===== src/rtl/printer_job_engine.sv =====
// rtl/printer_job_engine.sv - grant-bus print job engine; optional tray model under PAPER_COUNT_EN
module printer_job_engine #(
  parameter int PAGE_CYCLES = 4,
  parameter int PW          = 4,
  parameter int TRAY_PAGES  = 8
) (
  input  logic          clk,
  input  logic          rst,
  input  logic [1:0]    usingby,
  input  logic [PW-1:0] pages_boss,
  input  logic [PW-1:0] pages_eng,
  input  logic [PW-1:0] pages_boy,
  input  logic          refill,
  output logic          busy,
  output logic [1:0]    cur_user,
  output logic [PW-1:0] pages_left,
  output logic          page_tick,
  output logic          done_boss,
  output logic          done_eng,
  output logic          done_boy,
  output logic          abort,
  output logic          no_paper
);

  localparam int TW = (PAGE_CYCLES > 2) ? $clog2(PAGE_CYCLES) : 1;
  localparam logic [TW-1:0] T_LAST = TW'(PAGE_CYCLES - 1);

  // LOAD is the first busy cycle after the grant is latched; it aligns the
  // first page_tick to PAGE_CYCLES cycles after the load edge.
  typedef enum logic [1:0] {
    S_IDLE  = 2'd0,
    S_LOAD  = 2'd1,
    S_PRINT = 2'd2,
    S_DONE  = 2'd3
  } state_t;

  state_t        state, state_nxt;
  logic [1:0]    user_q, user_nxt;
  logic [PW-1:0] left_q, left_nxt;
  logic [TW-1:0] timer_q, timer_nxt;
  logic [PW-1:0] req_pages;
  logic          stall;

  // Job length offered by whichever requester currently holds the grant.
  always_comb begin
    req_pages = '0;
    case (usingby)
      2'b01:   req_pages = pages_boy;
      2'b10:   req_pages = pages_eng;
      2'b11:   req_pages = pages_boss;
      default: req_pages = '0;
    endcase
  end

`ifdef PAPER_COUNT_EN
  localparam int CW = $clog2(TRAY_PAGES + 1);
  logic [CW-1:0] tray_q;

  // Sheets remaining in the tray; a refill overrides a same-cycle page consumption.
  always_ff @(posedge clk or negedge rst) begin
    if (!rst) begin
      tray_q <= CW'(TRAY_PAGES);
    end else if (refill) begin
      tray_q <= CW'(TRAY_PAGES);
    end else if (page_tick) begin
      tray_q <= tray_q - CW'(1);
    end
  end

  assign stall = (state == S_PRINT) && (timer_q == '0) && (tray_q == '0);
`else
  logic unused_cfg;
  assign unused_cfg = &{1'b0, refill, TRAY_PAGES[0]};
  assign stall      = 1'b0;
`endif

  // State and job datapath registers.
  always_ff @(posedge clk or negedge rst) begin
    if (!rst) begin
      state   <= S_IDLE;
      user_q  <= '0;
      left_q  <= '0;
      timer_q <= '0;
    end else begin
      state   <= state_nxt;
      user_q  <= user_nxt;
      left_q  <= left_nxt;
      timer_q <= timer_nxt;
    end
  end

  // Next-state and output decode; grant removal is seen combinationally so
  // abort lands in the same cycle usingby drops.
  always_comb begin
    state_nxt = state;
    user_nxt  = user_q;
    left_nxt  = left_q;
    timer_nxt = timer_q;
    busy      = 1'b0;
    page_tick = 1'b0;
    abort     = 1'b0;
    done_boss = 1'b0;
    done_eng  = 1'b0;
    done_boy  = 1'b0;
    case (state)
      S_IDLE: begin
        if (usingby != 2'b00) begin
          user_nxt  = usingby;
          left_nxt  = (req_pages == '0) ? PW'(1) : req_pages;
          timer_nxt = '0;
          state_nxt = S_LOAD;
        end
      end
      S_LOAD, S_PRINT: begin
        busy = 1'b1;
        if (usingby == 2'b00) begin
          abort     = 1'b1;
          user_nxt  = '0;
          left_nxt  = '0;
          timer_nxt = '0;
          state_nxt = S_IDLE;
        end else if (state == S_LOAD) begin
          state_nxt = S_PRINT;
        end else if (!stall) begin
          if (timer_q == T_LAST) begin
            page_tick = 1'b1;
            timer_nxt = '0;
            left_nxt  = left_q - PW'(1);
            if (left_q == PW'(1)) begin
              state_nxt = S_DONE;
            end
          end else begin
            timer_nxt = timer_q + TW'(1);
          end
        end
      end
      S_DONE: begin
        busy      = 1'b1;
        done_boy  = (user_q == 2'b01);
        done_eng  = (user_q == 2'b10);
        done_boss = (user_q == 2'b11);
        user_nxt  = '0;
        left_nxt  = '0;
        timer_nxt = '0;
        state_nxt = S_IDLE;
      end
      default: state_nxt = S_IDLE;
    endcase
  end

  assign cur_user   = user_q;
  assign pages_left = left_q;
  assign no_paper   = stall;

endmodule

===== config.mk =====
export PLATFORM = sky130hd
export DESIGN_NAME = printer_job_engine
export DESIGN_NICKNAME = d
export VERILOG_FILES = /design/src/rtl/printer_job_engine.sv
export SDC_FILE = /design/constraint.sdc
export NUM_CORES = 1
export LEC_CHECK = 0
export BUFFER_PORTS_ARGS = -buffer_cell sky130_fd_sc_hd__buf_2
export CORE_ASPECT_RATIO = 0.8
export CORE_MARGIN = 8
export CORE_UTILIZATION = 40
export CTS_CLUSTER_SIZE = 14
export DETAILED_ROUTE_END_ITERATION = 7
export PLACE_DENSITY = 0.8
export REMOVE_ABC_BUFFERS = 1
export SETUP_SLACK_MARGIN = 0.05
export SLEW_MARGIN = 20
export SYNTH_ARGS = -nofsm -noshare
export SYNTH_HDL_FRONTEND = slang
export SYNTH_SLANG_ARGS = --single-unit

===== constraint.sdc =====
create_clock -name clk -period 1.67 [get_ports clk]
set_input_delay 0.167 -clock clk [delete_from_list [all_inputs] [get_ports clk]]
set_output_delay 0.167 -clock clk [all_outputs]
set_load 0.02 [all_outputs]

==> results of run 1 <==
==> cell type report <==
cell class	instances	share of cell area, %
Timing Repair Buffer	44	23.0
Clock buffer	3	1.84
Tap cell	25	2.55
Multi-Input combinational cell	81	50.7
Inverter	5	1.53
Sequential cell	10	20.4
==> per-layer routing <==
layer	up-vias	part of all wire (%)	GRT usage (%)
met5	-	0	0
met4	0	0.86	5.36
met3	4	7.2	3.13
met2	40	52	22.5
met1	441	39	14.9
li1	449	-	-
==> stage by stage <==
stage	hold WS, ps	setup TNS, ps	area, µm²	setup slack (ps)	total power [W]
after floorplan	-129	-273	811	-94.5	0.00128
after global placement	43.4	0	1040	53.4	0.00171
after detailed placement	45.9	-28.6	1040	-16.8	0.00177
after CTS	297	0	1170	17.6	0.00223
after global routing	305	-20.7	1230	-10.8	0.00261
final	299	0	1230	33.7	0.00243
==> repair_timing <==
action / in CTS / in global routing
hold buffers: 1 / 0
gates cloned: 0 / 0
buffers inserted: 4 / 3
resized for setup: 14 / 8
setup endpoints to repair: 5 / 8
hold endpoints to repair: 10 / 0
pin swaps: 4 / 4
==> power groups by stage <==
| stage | Combinational (W) | Clock, W | Sequential (W) |
|---|---|---|---|
| floorplan | 0.000771 | 0 | 0.000512 |
| global placement | 0.00127 | 0 | 0.000443 |
| detailed placement | 0.00131 | 0 | 0.000455 |
| CTS | 0.00161 | 0.000168 | 0.000455 |
| global route | 0.00195 | 0.000189 | 0.000477 |
| finish | 0.00180 | 0.000165 | 0.000460 |
==> path summary, 6_finish.rpt <==
path / end / slack [ps] / cells past startpoint
worst max-delay path: pages_left[2] / 30 / 7
worst min-delay path: pages_left[3] / 300 / 2
min in group clk: pages_left[2] / 320 / 4
worst min register to register: timer_q[1] / 570 / 2
worst max register to register: pages_left[2] / 30 / 7
max in group asynchronous: cur_user[1] / 1170 / 2
==> synthesized netlist by cell type <==
library cell,instances,area share [%]
conb_1,1,0.44
a21boi_0,1,0.89
a22o_1,6,6.2
mux2_4,1,1.8
o21ai_0,3,1.8
nor3b_1,2,1.8
o311ai_0,1,1.0
ha_1,7,10
o21a_1,1,0.89
buf_6,1,1.3
o31a_1,2,2.1
a31oi_1,1,0.74
and3_1,1,0.74
buf_4,2,1.8
or3_1,2,1.5
dfrtp_1,10,29
mux2_1,1,1.3
o311ai_1,2,2.1
o221ai_1,1,1.0
a211oi_1,1,0.89
nor2b_1,5,3.7
nand2_1,15,6.6
a21oi_1,6,3.5
nand2b_1,1,0.74
and2_1,1,0.74
buf_1,1,0.44
nor3_1,3,1.8
nor4_1,1,0.74
clkbuf_1,2,0.89
inv_1,5,2.2
nor2_1,5,2.2
mux2_2,2,2.7
or3b_2,1,1.0
o21ai_1,1,0.59
nand3_1,4,2.4
o31ai_1,2,1.8
==> sequential cells by signal, summed over array words and instances, names as in the netlist <==
signal	flops
pages_left	4
state	2
cur_user	2
timer_q	2
==> cells by family after synthesis <==
| kind of cell | count (synthesis) |
|---|---|
| AOI/OAI and AO/OA | 28 |
| adders and majority gates | 7 |
| buffers and inverters | 11 |
| DFF | 10 |
| muxes | 4 |
| other | 1 |
| and+or+nand+nor | 41 |
==> worst reg2reg max path, stage by stage (launching register included) <==
cell      delay, ps
dfrtp_1         390
inv_2            90
ha_4            200
nor2b_4         130
o31ai_2         210
buf_4           180
a21oi_1          60
o311ai_1        270
==> results.toml, run 1 <==
[run_status]
outcome = "complete, no violations"

[cts]
htreeDepth = 1
clockBufferDepth = 2
clk_latency_ps = 260
numCtsBuffers = 3
cts.sinks = 10
cts_tree = "built"
cts-root-buf = "clkbuf_4"
clkTransAtPathRegs_ps = 70

[die]
start_util_pct = 40.7
fp.dieH_um = 57.2
rows = 15
die_area_um2 = 3860
core_um2 = 2080
ios = 30
die_x_um = 67.5

[setup_path]
worstSetupPathType = "flop to flop"
arrival_ps = 1790
crit_fanout = 3
cp.required_ps = 1830
cp_cell_sequence = "inv_2, ha_4, nor2b_4, o31ai_2, buf_4, a21oi_1, o311ai_1"
worstSetupStartpointType = "flop"
cp_slowest_cell = "dfrtp_1"
endpoint_kind = "flop"
cp_slowest_stage_delay_ps = 390
cp-startpoint = "state[0]"
cp_top_family = "compound AO/OA/AOI/OAI gates"
crit_buf_inv = 2
rr_startpoint = "state[0]"

[synthesis]
synth-seq-area-share_pct = 29.5
synth_top_family_by_area = "simple AND/OR/NAND/NOR gates"
ys_warn_count = 0
netlist_instances = 102
synth.area.mux_share_pct = 5.75
synth_xor_area_share_pct = 0
synth_area_um2 = 848
synth.avg_cell_area_um2 = 8.32
ys_ff_latch = 10
synth-compound-area-share_pct = 23.5
yosys.area_share.simple_pct = 23.9
synth.distinct_cells = 36
synthAdderAreaFrac_pct = 10.3

[cells_and_area]
final_cell_mix = "buf_2 (25), nand2_1 (15), buf_4 (15)"
n_fill_cell = 174
final_common_cell = "buf_2"
syn_to_final_growth_pct = 44.5
multi_input_area_um2 = 622
postLayoutCoreUtil_pct = 58.9
antenna_cells = 0
fin_cells = 168
layout-drive-gt1-share_pct = 44.8
final_nets = 169
ff_latch_area_um2 = 250

[global_routing]
grt_pass1_vias = 948
antenna_found_initial = 0
grt_use_total_pct = 13.1
overflow = 0
grt_first_pass_wirelength_mm = 4.04
grt_max_degree = 12

[sta]
rsz0062_at_grt = "true"
finalCriticalPeriod_ps = 1640
tightestPinTransition_ps = 587
max-slew-margin-rel_pct = 60.7
fin_crit_sh_pct = 98.0
slew_violations = 0
finClkSkew_ps = 2.61
hold_viol = 0
setup_viol = 0
fmax_mhz = 611

[power_and_ir_drop]
clkPwrFrac_pct = 6.8
power.density_nw_per_um2 = 1980
power.internal_w = 0.00132
leakagePower_nw = 0.611
combPwrFrac_pct = 74.3
ir_worst_vdd_mv = 1.04
pwr-share-seq_pct = 19.0
swShare_pct = 45.5
switchingPower_w = 0.00110

[drt]
drt-total-wl_mm = 2.68
viasPerCell = 5.56
via_count = 934
wire_per_inst_um = 16.0
drc = 0
first_pass_iters = 4
drt_iter0_drc = 37
drt.antenna.violating_nets = 0

[placement]
io_buffers = 27
hpwl_mm = 1.82
placed_cells_incl_taps = 157
gp_congestion = 0.884

[run]
cap_violations = 0

[worst_hold_path]
worstHoldPathType = "input port to asynchronous set/reset pin"
Note: power is estimated with default switching activity, not from simulation.
==> inputs of run 2 (changes only) <==
--- a/config.mk
+++ b/config.mk
@@ -13,7 +13,6 @@
 export DETAILED_ROUTE_END_ITERATION = 7
 export PLACE_DENSITY = 0.8
 export REMOVE_ABC_BUFFERS = 1
-export SETUP_SLACK_MARGIN = 0.05
 export SLEW_MARGIN = 20
 export SYNTH_ARGS = -nofsm -noshare
 export SYNTH_HDL_FRONTEND = slang
==> results.toml, run 2 (same netlist as run 1, synthesis figures left out) <==
[run_status]
outcome = "complete, no violations"

[sta]
fin_ws_ps = 23.1
fin_crit_sh_pct = 98.6
finClkSkew_ps = 5.22
holdWs_ps = 292
finalCriticalPeriod_ps = 1650
setup_viol = 0
slew_violations = 0
tightestPinTransition_ps = 539
max-slew-margin-rel_pct = 64.0
fmax_mhz = 607
rsz0062_at_grt = "true"
tns_ps = 0
hold_viol = 0

[placement]
placed_cells_incl_taps = 157
gp_congestion = 0.884
dp_slack_ps = -16.8
hpwl_mm = 1.82
io_buffers = 27

[cts]
clockBufferDepth = 2
cts.sinks = 10
numCtsBuffers = 3
htreeDepth = 1
clkTransAtPathRegs_ps = 70
clk_latency_ps = 260
cts_tree = "built"
cts-root-buf = "clkbuf_4"

[setup_path]
cp.required_ps = 1500
crit_path_frequent_cell = "buf_4"
crit_buf_inv = 4
cp-startpoint = "state[1]"
r2r_setup_slack_ps = 90
arrival_ps = 1480
critical_path.endpoint = "page_tick"
cp_top_family = "buffers and inverters"
cp_slowest_cell = "dfrtp_1"
rr_startpoint = "state[0]"
cp_slowest_stage_delay_ps = 360
worstSetupStartpointType = "flop"
worstSetupPathType = "flop to primary output"
crit_cells = 6
rr_worst_depth = 7
crit_fanout = 5
endpoint_kind = "primary output"
reg2reg_to = "pages_left[3]"
cp_cell_sequence = "inv_2, buf_4, ha_4, buf_4, nor3b_2, buf_4"

[global_routing]
grt_max_degree = 12
grt_pass1_vias = 944
antenna_found_initial = 0
grt_use_total_pct = 12.6
grt_first_pass_wirelength_mm = 3.90
overflow = 0

[cells_and_area]
syn_to_final_growth_pct = 40.4
antenna_cells = 0
final_cell_mix = "buf_2 (25), nand2_1 (15), buf_4 (15)"
final_nets = 168
fin_cells = 167
largest_reg_flops = 4
final_common_cell = "buf_2"
layout-drive-gt1-share_pct = 40.8

[die]
core_um2 = 2080
start_util_pct = 40.7
die_area_um2 = 3860
rows = 15
fp.dieH_um = 57.2
die_x_um = 67.5
ios = 30

[power_and_ir_drop]
clkPwrFrac_pct = 7.3
power.internal_w = 0.00126
power.density_nw_per_um2 = 1930
pwr-share-seq_pct = 20.0
combPwrFrac_pct = 72.7
switchingPower_w = 0.00104
swShare_pct = 45.1
leakagePower_nw = 0.602
ir_worst_vdd_mv = 1.15

[drt]
first_pass_iters = 4
viasPerCell = 5.37
wire_per_inst_um = 14.6
via_count = 897
drc = 0
drt-total-wl_mm = 2.43
drt.antenna.violating_nets = 0
drt_iter0_drc = 25

[worst_hold_path]
worstHoldPathType = "input port to flop"
hold_start = "pages_boy[2]"

[run]
cap_violations = 0
## run 2: per-stage QoR
| stage | instance area (µm²) | utilization, % | power, W |
|---|---|---|---|
| finish | 1190 | 57.2 | 0.00229 |
| detailed placement | 1040 | 50.2 | 0.00177 |
| global route | 1190 | 57.2 | 0.00248 |
| CTS | 1160 | 55.6 | 0.00219 |
| global placement | 1040 | 50.2 | 0.00171 |
| floorplan | 811 | - | 0.00128 |
## run 2: worst reg2reg max path, delay by kind of cell (launching register included)
family,cells,cell delay (ps)
AOI/OAI and AO/OA,3,380
adders and majority gates,1,160
buffers and inverters,2,220
DFF,1,360
and+or+nand+nor,1,360
## run 2: power groups by stage
| stage | clock (W) | sequential [W] | combinational (W) |
|---|---|---|---|
| after detailed placement | 0 | 0.000455 | 0.00131 |
| final | 0.000167 | 0.000458 | 0.00167 |
| after floorplan | 0 | 0.000512 | 0.000771 |
| after CTS | 0.000168 | 0.000455 | 0.00157 |
| after global placement | 0 | 0.000443 | 0.00127 |
| after global routing | 0.000189 | 0.000476 | 0.00182 |
## run 2: how the worst min path moves through the flow
stage,end,cells past startpoint
after detailed placement,state[1],1
after global routing,pages_left[2],2
after CTS,pages_left[3],2
after global placement,state[1],1
after floorplan,cur_user[0],0
final,pages_left[2],4
## run 2: area by class of cell
type,count,area (µm²)
Inverter,5,18.8
Timing Repair Buffer,43,270
Clock buffer,3,22.5
Sequential cell,10,250
Multi-Input combinational cell,81,598
Fill cell,184,892
Tap cell,25,31.3
## run 2: repair_timing
item | CTS | global route
gates resized for setup | 12 | 4
endpoints found under the hold margin | 10 | 0
hold buffers | 1 | 0
setup endpoints to repair | 4 | 5
pin swaps | 4 | 4
setup buffers | 3 | 3
## run 2: layer usage
metal	up-vias	track usage, %	share of wire [%]
met2	24	22.1	53
met5	-	0	0
met1	422	13.8	41
li1	449	-	-
met3	2	3.13	5.4
met4	0	5.36	0.78
